<file path="src/rtl/uart_tx_sched_if.sv">
`default_nettype none
`timescale 1ns/1ps
// +----------------------------------------------------------------------------+
// | Module   : uart_tx_sched_if                                                |
// | Purpose  : Producer-side request/ack bundle plus the uart send/status pins. |
// | Revision : 1.0 - initial release                                           |
// +----------------------------------------------------------------------------+
interface uart_tx_sched_if #(
    parameter int N_REQ = 4
);
    logic [N_REQ-1:0]   req;
    logic [8*N_REQ-1:0] req_data;
    logic [N_REQ-1:0]   ack;
    logic               timeout;
    logic               busy;
    logic [2:0]         cur_id;
    logic               uart_send;
    logic [7:0]         uart_data;
    logic [3:0]         uart_sta;
    logic               uart_send_done;

    modport master (
        input  req, req_data, uart_sta, uart_send_done,
        output ack, timeout, busy, cur_id, uart_send, uart_data
    );

    modport slave (
        output req, req_data, uart_sta, uart_send_done,
        input  ack, timeout, busy, cur_id, uart_send, uart_data
    );
endinterface
`default_nettype wire

</file>
<file path="src/rtl/uart_tx_sched.sv">
`default_nettype none
`timescale 1ns/1ps
// +----------------------------------------------------------------------------+
// | Module   : uart_tx_sched                                                   |
// | Purpose  : Round-robin sharing of one uart transmitter among N_REQ sources. |
// |            Optional watchdog enabled by macro UART_SCHED_TIMEOUT_EN.        |
// | Revision : 1.0 - initial release                                           |
// +----------------------------------------------------------------------------+
module uart_tx_sched #(
    parameter int N_REQ          = 4,
    parameter int TIMEOUT_CYCLES = 2000000
) (
    input  wire logic         clk,
    input  wire logic         rst,
    uart_tx_sched_if.master   bus
);
    typedef enum logic [2:0] {
        SYNC   = 3'd0,
        IDLE   = 3'd1,
        LAUNCH = 3'd2,
        WAIT   = 3'd3,
        ACK    = 3'd4
    } state_t;

    state_t           state_q, state_d;
    logic [2:0]       last_q, last_d;
    logic [2:0]       cur_id_q, cur_id_d;
    logic [7:0]       uart_data_q, uart_data_d;
    logic             uart_send_q, uart_send_d;
    logic [N_REQ-1:0] ack_q, ack_d;
    logic             timeout_q, timeout_d;
    logic             busy_q, busy_d;

    logic [N_REQ-1:0] above_last;
    logic [N_REQ-1:0] req_hi;
    logic [2:0]       winner;
    logic [7:0]       win_byte;
    logic [N_REQ-1:0] cur_onehot;
    logic             cnt_hit;

    function automatic logic [2:0] lowest_set(input logic [N_REQ-1:0] v);
        lowest_set = '0;
        for (int j = N_REQ - 1; j >= 0; j--) begin
            if (v[j]) lowest_set = 3'(j);
        end
    endfunction

    // Requests above the pointer win first; otherwise wrap to the lowest index.
    always_comb begin
        for (int j = 0; j < N_REQ; j++) begin
            above_last[j] = (3'(j) > last_q);
        end
        req_hi   = bus.req & above_last;
        winner   = (req_hi != '0) ? lowest_set(req_hi) : lowest_set(bus.req);
        win_byte = '0;
        cur_onehot = '0;
        for (int j = 0; j < N_REQ; j++) begin
            if (3'(j) == winner)   win_byte      = bus.req_data[8*j +: 8];
            if (3'(j) == cur_id_q) cur_onehot[j] = 1'b1;
        end
    end

`ifdef UART_SCHED_TIMEOUT_EN
    localparam int CNT_W = $clog2(TIMEOUT_CYCLES + 1);
    logic [CNT_W-1:0] cnt_q, cnt_d;

    assign cnt_hit = (cnt_q == CNT_W'(TIMEOUT_CYCLES - 1));

    always_comb begin
        cnt_d = '0;
        if (state_q == LAUNCH || state_q == WAIT) cnt_d = cnt_q + 1'b1;
    end

    always_ff @(posedge clk) begin
        if (rst) cnt_q <= '0;
        else     cnt_q <= cnt_d;
    end
`else
    assign cnt_hit = 1'b0;
`endif

    always_comb begin
        state_d     = state_q;
        last_d      = last_q;
        cur_id_d    = cur_id_q;
        uart_data_d = uart_data_q;
        uart_send_d = uart_send_q;
        ack_d       = '0;
        timeout_d   = 1'b0;
        case (state_q)
            SYNC: begin
                if (bus.uart_sta == 4'd0) state_d = IDLE;
            end
            IDLE: begin
                if (bus.req != '0 && bus.uart_sta == 4'd0) begin
                    cur_id_d    = winner;
                    last_d      = winner;
                    uart_data_d = win_byte;
                    uart_send_d = 1'b1;
                    state_d     = LAUNCH;
                end
            end
            LAUNCH, WAIT: begin
                if (cnt_hit) begin
                    uart_send_d = 1'b0;
                    ack_d       = cur_onehot;
                    timeout_d   = 1'b1;
                    state_d     = ACK;
                end else if (state_q == LAUNCH) begin
                    // Nonzero status means the uart has taken the send level.
                    if (bus.uart_sta != 4'd0) begin
                        uart_send_d = 1'b0;
                        state_d     = WAIT;
                    end
                end else if (bus.uart_sta == 4'd0 && bus.uart_send_done) begin
                    ack_d   = cur_onehot;
                    state_d = ACK;
                end
            end
            ACK: begin
                // An aborted frame leaves the uart in an unknown state: resync.
                state_d = timeout_q ? SYNC : IDLE;
            end
            default: state_d = SYNC;
        endcase
        busy_d = (state_d != IDLE);
    end

    always_ff @(posedge clk) begin
        if (rst) begin
            state_q     <= SYNC;
            last_q      <= 3'(N_REQ - 1);
            cur_id_q    <= '0;
            uart_data_q <= '0;
            uart_send_q <= 1'b0;
            ack_q       <= '0;
            timeout_q   <= 1'b0;
            busy_q      <= 1'b1;
        end else begin
            state_q     <= state_d;
            last_q      <= last_d;
            cur_id_q    <= cur_id_d;
            uart_data_q <= uart_data_d;
            uart_send_q <= uart_send_d;
            ack_q       <= ack_d;
            timeout_q   <= timeout_d;
            busy_q      <= busy_d;
        end
    end

    assign bus.ack       = ack_q;
    assign bus.timeout   = timeout_q;
    assign bus.busy      = busy_q;
    assign bus.cur_id    = cur_id_q;
    assign bus.uart_send = uart_send_q;
    assign bus.uart_data = uart_data_q;
endmodule
`default_nettype wire

</file>
<file path="src/flat_wrapper.sv">
// flat-port wrapper written by rule: the top's interface ports become plain ports
module uart_tx_sched_flat 
#(
    parameter int N_REQ          = 4,
    parameter int TIMEOUT_CYCLES = 2000000
)
  (clk, rst, bus_req, bus_req_data, bus_uart_sta, bus_uart_send_done, bus_ack, bus_timeout, bus_busy, bus_cur_id, bus_uart_send, bus_uart_data);
  uart_tx_sched_if #(.N_REQ(N_REQ)) bus_i ();
  input  wire logic clk;
  input  wire logic rst;
  input wire logic [$bits(bus_i.req)-1:0] bus_req;
  input wire logic [$bits(bus_i.req_data)-1:0] bus_req_data;
  input wire logic [$bits(bus_i.uart_sta)-1:0] bus_uart_sta;
  input wire logic [$bits(bus_i.uart_send_done)-1:0] bus_uart_send_done;
  output wire logic [$bits(bus_i.ack)-1:0] bus_ack;
  output wire logic [$bits(bus_i.timeout)-1:0] bus_timeout;
  output wire logic [$bits(bus_i.busy)-1:0] bus_busy;
  output wire logic [$bits(bus_i.cur_id)-1:0] bus_cur_id;
  output wire logic [$bits(bus_i.uart_send)-1:0] bus_uart_send;
  output wire logic [$bits(bus_i.uart_data)-1:0] bus_uart_data;
  assign bus_i.req = bus_req;
  assign bus_i.req_data = bus_req_data;
  assign bus_i.uart_sta = bus_uart_sta;
  assign bus_i.uart_send_done = bus_uart_send_done;
  assign bus_ack = bus_i.ack;
  assign bus_timeout = bus_i.timeout;
  assign bus_busy = bus_i.busy;
  assign bus_cur_id = bus_i.cur_id;
  assign bus_uart_send = bus_i.uart_send;
  assign bus_uart_data = bus_i.uart_data;
  uart_tx_sched #(.N_REQ(N_REQ), .TIMEOUT_CYCLES(TIMEOUT_CYCLES)) u_core (.clk(clk), .rst(rst), .bus(bus_i));
endmodule
</file>
<file path="config.mk">
export PLATFORM = sky130hd
export DESIGN_NAME = uart_tx_sched_flat
export DESIGN_NICKNAME = d
export VERILOG_FILES = /design/src/rtl/uart_tx_sched_if.sv /design/src/rtl/uart_tx_sched.sv /design/src/flat_wrapper.sv
export SDC_FILE = /design/constraint.sdc
export NUM_CORES = 1
export LEC_CHECK = 0
export BUFFER_PORTS_ARGS = -buffer_cell sky130_fd_sc_hd__buf_4
export CAP_MARGIN = 0
export CORE_MARGIN = 2
export CORE_UTILIZATION = 51
export CTS_BUF_LIST = sky130_fd_sc_hd__clkbuf_8
export DETAILED_ROUTE_END_ITERATION = 8
export GPL_ROUTABILITY_DRIVEN = 1
export PLACE_DENSITY = 0.87
export SLEW_MARGIN = 20
export SYNTH_ARGS = -nofsm -noshare
export SYNTH_HDL_FRONTEND = slang
export SYNTH_SLANG_ARGS = --single-unit
</file>
<file path="constraint.sdc">
create_clock -name clk -period 4.4 [get_ports clk]
set_clock_uncertainty 0.1 [all_clocks]
set_input_delay 0.66 -clock clk [delete_from_list [all_inputs] [get_ports clk]]
set_output_delay 0.66 -clock clk [all_outputs]
set_load 0.02 [all_outputs]
</file>
Word-level counts from Yosys, hierarchy flattened

Cells that the tools add are included.
W data, S select, Z words.

Bits in registers: 23
Bits in latches: 0
Memory bits (writable): 0
Memory bits (read-only): 0
Logic and storage cells: 69
Memories: 0

$add $sub $neg: 0
Multipliers: 0
Divide/modulo/power cells: 0
Magnitude comparators: 4
Equal/unequal tests: 14
Shifts and indexed selects: 0
Multiplexer cells: 27
Bitwise operators: 3
Reductions and logical operators: 14

Operators by type and width:

| kind                 | number |
|---|---|
| $mux W3              | 11 |
| $mux W8              | 4 |
| $eq A2 B3 Y1 const A | 4 |
| $pmux W3 S4          | 1 |
| $reduce_bool A4 Y1   | 3 |
| $logic_not A3 Y1     | 3 |
| $mux W1              | 7 |
| $eq A1 B3 Y1 const A | 2 |
| $eq A3 B2 Y1 const B | 2 |
| $gt A1 B3 Y1 const A | 2 |
| $gt A2 B3 Y1 const A | 2 |
| $mux W2              | 3 |
| $ne A2 B1 Y1 const B | 3 |
| $and A4 B4 Y4        | 1 |
| $logic_not A4 Y1     | 1 |
| $reduce_and A4 Y1    | 1 |
| $reduce_or A4 Y1     | 1 |
| $eq A3 B1 Y1 const B | 1 |
| $eq A3 B3 Y1 const B | 1 |
| $ne A3 B1 Y1 const B | 1 |
| $logic_and A1 B1 Y1  | 2 |
| $not A1 Y1           | 2 |
| $pmux W1 S2          | 1 |
| $reduce_and A2 Y1    | 1 |
| other kinds (2)      | 2 |

Depth between registers and ports, before layout

Depth after elaboration: 12
Mapped depth: 7

Worst setup path before layout

OpenSTA, ideal clock, no wires.

Kind: input to register
From: in bus_req[0]
To: reg u_core.uart_data_q[7] (netlist: u_core.bus.uart_data[7])
Library setup time: 0.119 ns
Data arrival time: 1.759 ns
Required time: 4.181 ns
Setup slack: 2.422 ns
Stages: 4
Path buffers: 1
Path through: or4_4 > and4_4 > buf_4 > o221a_1

Cells in the longest elaborated chain, start to end: 8
Elaborated cells between the ends (all ways): 16

RTL lines:

| item                                                 | line                                     | RTL |
|---|---|---|
| from (decl)                                          | flat_wrapper.sv:11                       | `input wire logic [$bits(bus_i.req)-1:0] bus_req;` |
| $and A4 B4 Y4                                        | uart_tx_sched.sv:53                      | `req_hi = bus.req & above_last;` |
| $reduce_bool A4 Y1 / $mux W3 (equally long branches) | uart_tx_sched.sv:54, uart_tx_sched.sv:44 |  |
| $mux W3                                              | uart_tx_sched.sv:54                      | `winner = (req_hi != '0) ? lowest_set(req_hi) : lowest_set(bus.req);` |
| $logic_not A3 Y1                                     | uart_tx_sched.sv:58                      | `if (3'(j) == winner) win_byte = bus.req_data[8*j +: 8];` |
| $mux W8 (4 in series)                                | uart_tx_sched.sv:58                      |  |
| to (signal assigned)                                 | uart_tx_sched.sv:143                     | `uart_data_q <= uart_data_d;` |
| to (decl)                                            | uart_tx_sched.sv:28                      | `logic [7:0] uart_data_q, uart_data_d;` |

Parallel ways exist; a longest one is shown, timed or not.
A chain may end at the register's enable or synchronous reset.

Final worst setup path

From: in bus_req[1]
To: reg u_core.uart_data_q[3] (netlist: u_core.bus.uart_data[3])

Cells in the longest elaborated chain, start to end: 9
Elaborated cells between the ends (all ways): 18

RTL lines:

| item                  | line                | RTL |
|---|---|---|
| $and A4 B4 Y4         | uart_tx_sched.sv:53 |  |
| $mux W3 (2 in series) | uart_tx_sched.sv:44 | `if (v[j]) lowest_set = 3'(j);` |
| $mux W3               | uart_tx_sched.sv:54 |  |
| $logic_not A3 Y1      | uart_tx_sched.sv:58 |  |
| $mux W8 (4 in series) | uart_tx_sched.sv:58 |  |

Parallel ways exist; a longest one is shown, timed or not.

==> reports/metrics.yaml <==
outcome: "finished, final reports clean"
num_rows: 18
vias: 1305
syn_area_per_cell_sq_um: 8.88
power_w: 0.000395
cts_buffers: 3
drtPass1Iterations: 4
holdPathStages: 1
pwr-share-seq: 0.487
design.core.area_sq_um: 2410
syn_to_final_growth_pct: 36.7
intPower_w: 0.000294
cellPowerDensity_nw_per_um2: 227
grt_max_degree: 15
nNetsFinal: 241
postCtsHoldBufs: 0
cts.sinks: 21
place_congestion: 0.850
maxCapViolations: 0
cts_max_level: 1
wire_per_inst_um: 15.2
layout-drive-gt1-share: 0.426
grt_pass1_wl_um: 5210
worstReg2RegEnd: "u_core.bus.uart_data[3]"
holdPathEnd: "u_core.bus.ack[2]"
postCtsSetupBuffers: 0
crit_path_start_kind: "primary input"
period_needed_ps: 2170
drv_slew: 0
die-area_sq_um: 2910
worst_pin_slew_ps: 733
tritoncts: "yes"
wirelength_um: 3450
ant_nets: 0
ios: 61
hold_viol: 0
netlist.area_leader.share: 0.331
sw_frac_of_total: 0.256
grt_pass1_vias: 1263
cts_buffer_depth: 2
cts-root-buf: "clkbuf_8"
rrSetupSlack_ps: 2320
setup_tns_ps: 0
fillers: 184
p_sw_w: 0.000101
yosys_warnings: 0
synth-edff-count: 0
holdCritPathClass: "register to register"
rsz0062_at_grt: "false"
slew_headroom: 0.509
clkPwrFrac: 0.317
fmax_mhz: 461
setup_viol: 0
floorplan.die.height_um: 53.9
synthTopCellsByArea: "dfxtp_1 33%, o41ai_2 9.0%, a211oi_2 6.9%"
place.port_buffers: 58
ir_drop_v: 0.000174
drc: 0
grt_remaining_overflow: 0
syn-cell-area_sq_um: 1270
yosysTopAreaCell: "dfxtp_1"
ys_top_cells_by_count: "21 x dfxtp_1, 14 x nor2_1, 10 x inv_1, 10 x nand3_1, 9 x o21ai_1"
dpl.hpwl_um: 2710
vias_per_cell: 5.75
period_share: 0.493
drtIter0Drc: 20
cts.repair.resized: 0
path_class: "primary input to register"
p_leak_nw: 0.776
synth_ff_type: "dfxtp_1"
crit_path_max_fanout: 9
antenna_found_initial: 0
die_x_um: 53.9
clkLatencyLatePin_ps: 260
cp.arrival_ps: 2230
synth.distinct_cells: 41
min-delay-start: "u_core.bus.cur_id[0]"
synth_cells: 143
clk_pin_slew_worst_paths_ps: 80
ff2ff_path_depth: 5
antenna-diode-count: 0
initial_core_util: 0.527
async_flop_share: 0
worstPathRequired_ps: 4460
ys_ff_latch: 21
synth_most_common_cell: "dfxtp_1"
ys_seq_area_frac: 0.331
reg2reg_from: "u_core.last_q[0]"
pwr-share-comb: 0.195
hold_ws_ps: 391
grt_util_all_layers: 0.254
end_kind: "register"
==> how the worst max path moves through the flow <==
stage                               to  slack, ps       start
3_5_place_dp   u_core.bus.uart_data[3]       1980  bus_req[1]
5_1_grt        u_core.bus.uart_data[3]       2080  bus_req[1]
2_1_floorplan  u_core.bus.uart_data[7]       2420  bus_req[0]
6_report       u_core.bus.uart_data[3]       2230  bus_req[1]
4_1_cts        u_core.bus.uart_data[3]       2240  bus_req[1]
3_3_place_gp   u_core.bus.uart_data[7]       2080  bus_req[3]
==> cells in the final DEF (no fill, tap or decap), types with 2 or more instances in the layout <==
master / count
nor2_1: 14
a21oi_1: 4
nor3_1: 2
o211ai_1: 2
o21ai_1: 9
o41ai_2: 7
conb_1: 2
a211oi_2: 7
clkbuf_8: 3
nand3_1: 10
mux2i_1: 2
nand2b_1: 5
dfxtp_1: 21
nand2_1: 5
o21ai_0: 3
and3_1: 2
buf_4: 58
inv_1: 10
a31oi_1: 8
o221a_1: 2
and2_1: 2
==> cells by family after synthesis <==
family,Yosys count,synth area share
AO/OA/AOI/OAI,49,0.346
buffers and inverters,19,0.0739
flip-flops,21,0.331
multiplexers,2,0.0158
other,1,0.00295
AND/OR/NAND/NOR,51,0.231
==> registers in the layout (all words and copies together), names as in the netlist <==
signal and cells:
u_core.state_q 3, u_core.bus.uart_send 1, u_core.bus.uart_data 8, u_core.bus.ack 4
u_core.bus.busy 1, u_core.last_q 2, u_core.bus.cur_id 2
==> critical path, stage by stage <==
cell      delay, ps
buf_4           140
o21ai_1         400
and3_1          550
a211oi_2        140
o41ai_2         340
==> through the flow <==
step,setup slack [ps],cell area [sq um],utilization,std cells
6_report,2230,1740,0.721,227
5_1_grt,2080,1740,0.721,227
4_1_cts,2240,1740,0.721,227
3_5_place_dp,1980,1690,0.701,223
3_3_place_gp,2080,1690,0.701,223
2_1_floorplan,2420,1270,-,144
==> routing by layer <==
layer | vias to the layer above | share of wire | global-route usage
li1 | 636 | - | -
met1 | 601 | 0.40 | 0.265
met2 | 54 | 0.51 | 0.457
met3 | 14 | 0.055 | 0.0472
met4 | 0 | 0.042 | 0.171
met5 | - | 0 | 0
==> power by group through the flow <==
stage	registers, W	logic, W	clock network (W)
after global placement	0.000197	0.0000754	0
after detailed placement	0.000197	0.0000767	0
final	0.000192	0.0000770	0.000125
after floorplan	0.000197	0.0000389	0
after global routing	0.000193	0.0000836	0.000139
after CTS	0.000192	0.0000769	0.000129
==> area by class of cell <==
cell class / count / area, sq um / share of cell area
multi-input cells: 104 / 759 / 0.437
repair buffers: 58 / 435 / 0.251
flip-flops and latches: 21 / 420 / 0.242
clock buffers: 3 / 41.3 / 0.0238
inverters: 10 / 37.5 / 0.0216
well taps: 30 / 37.5 / 0.0216
clock inverters: 1 / 5.00 / 0.00288
No activity file was read; power rests on OpenSTA's default activity.
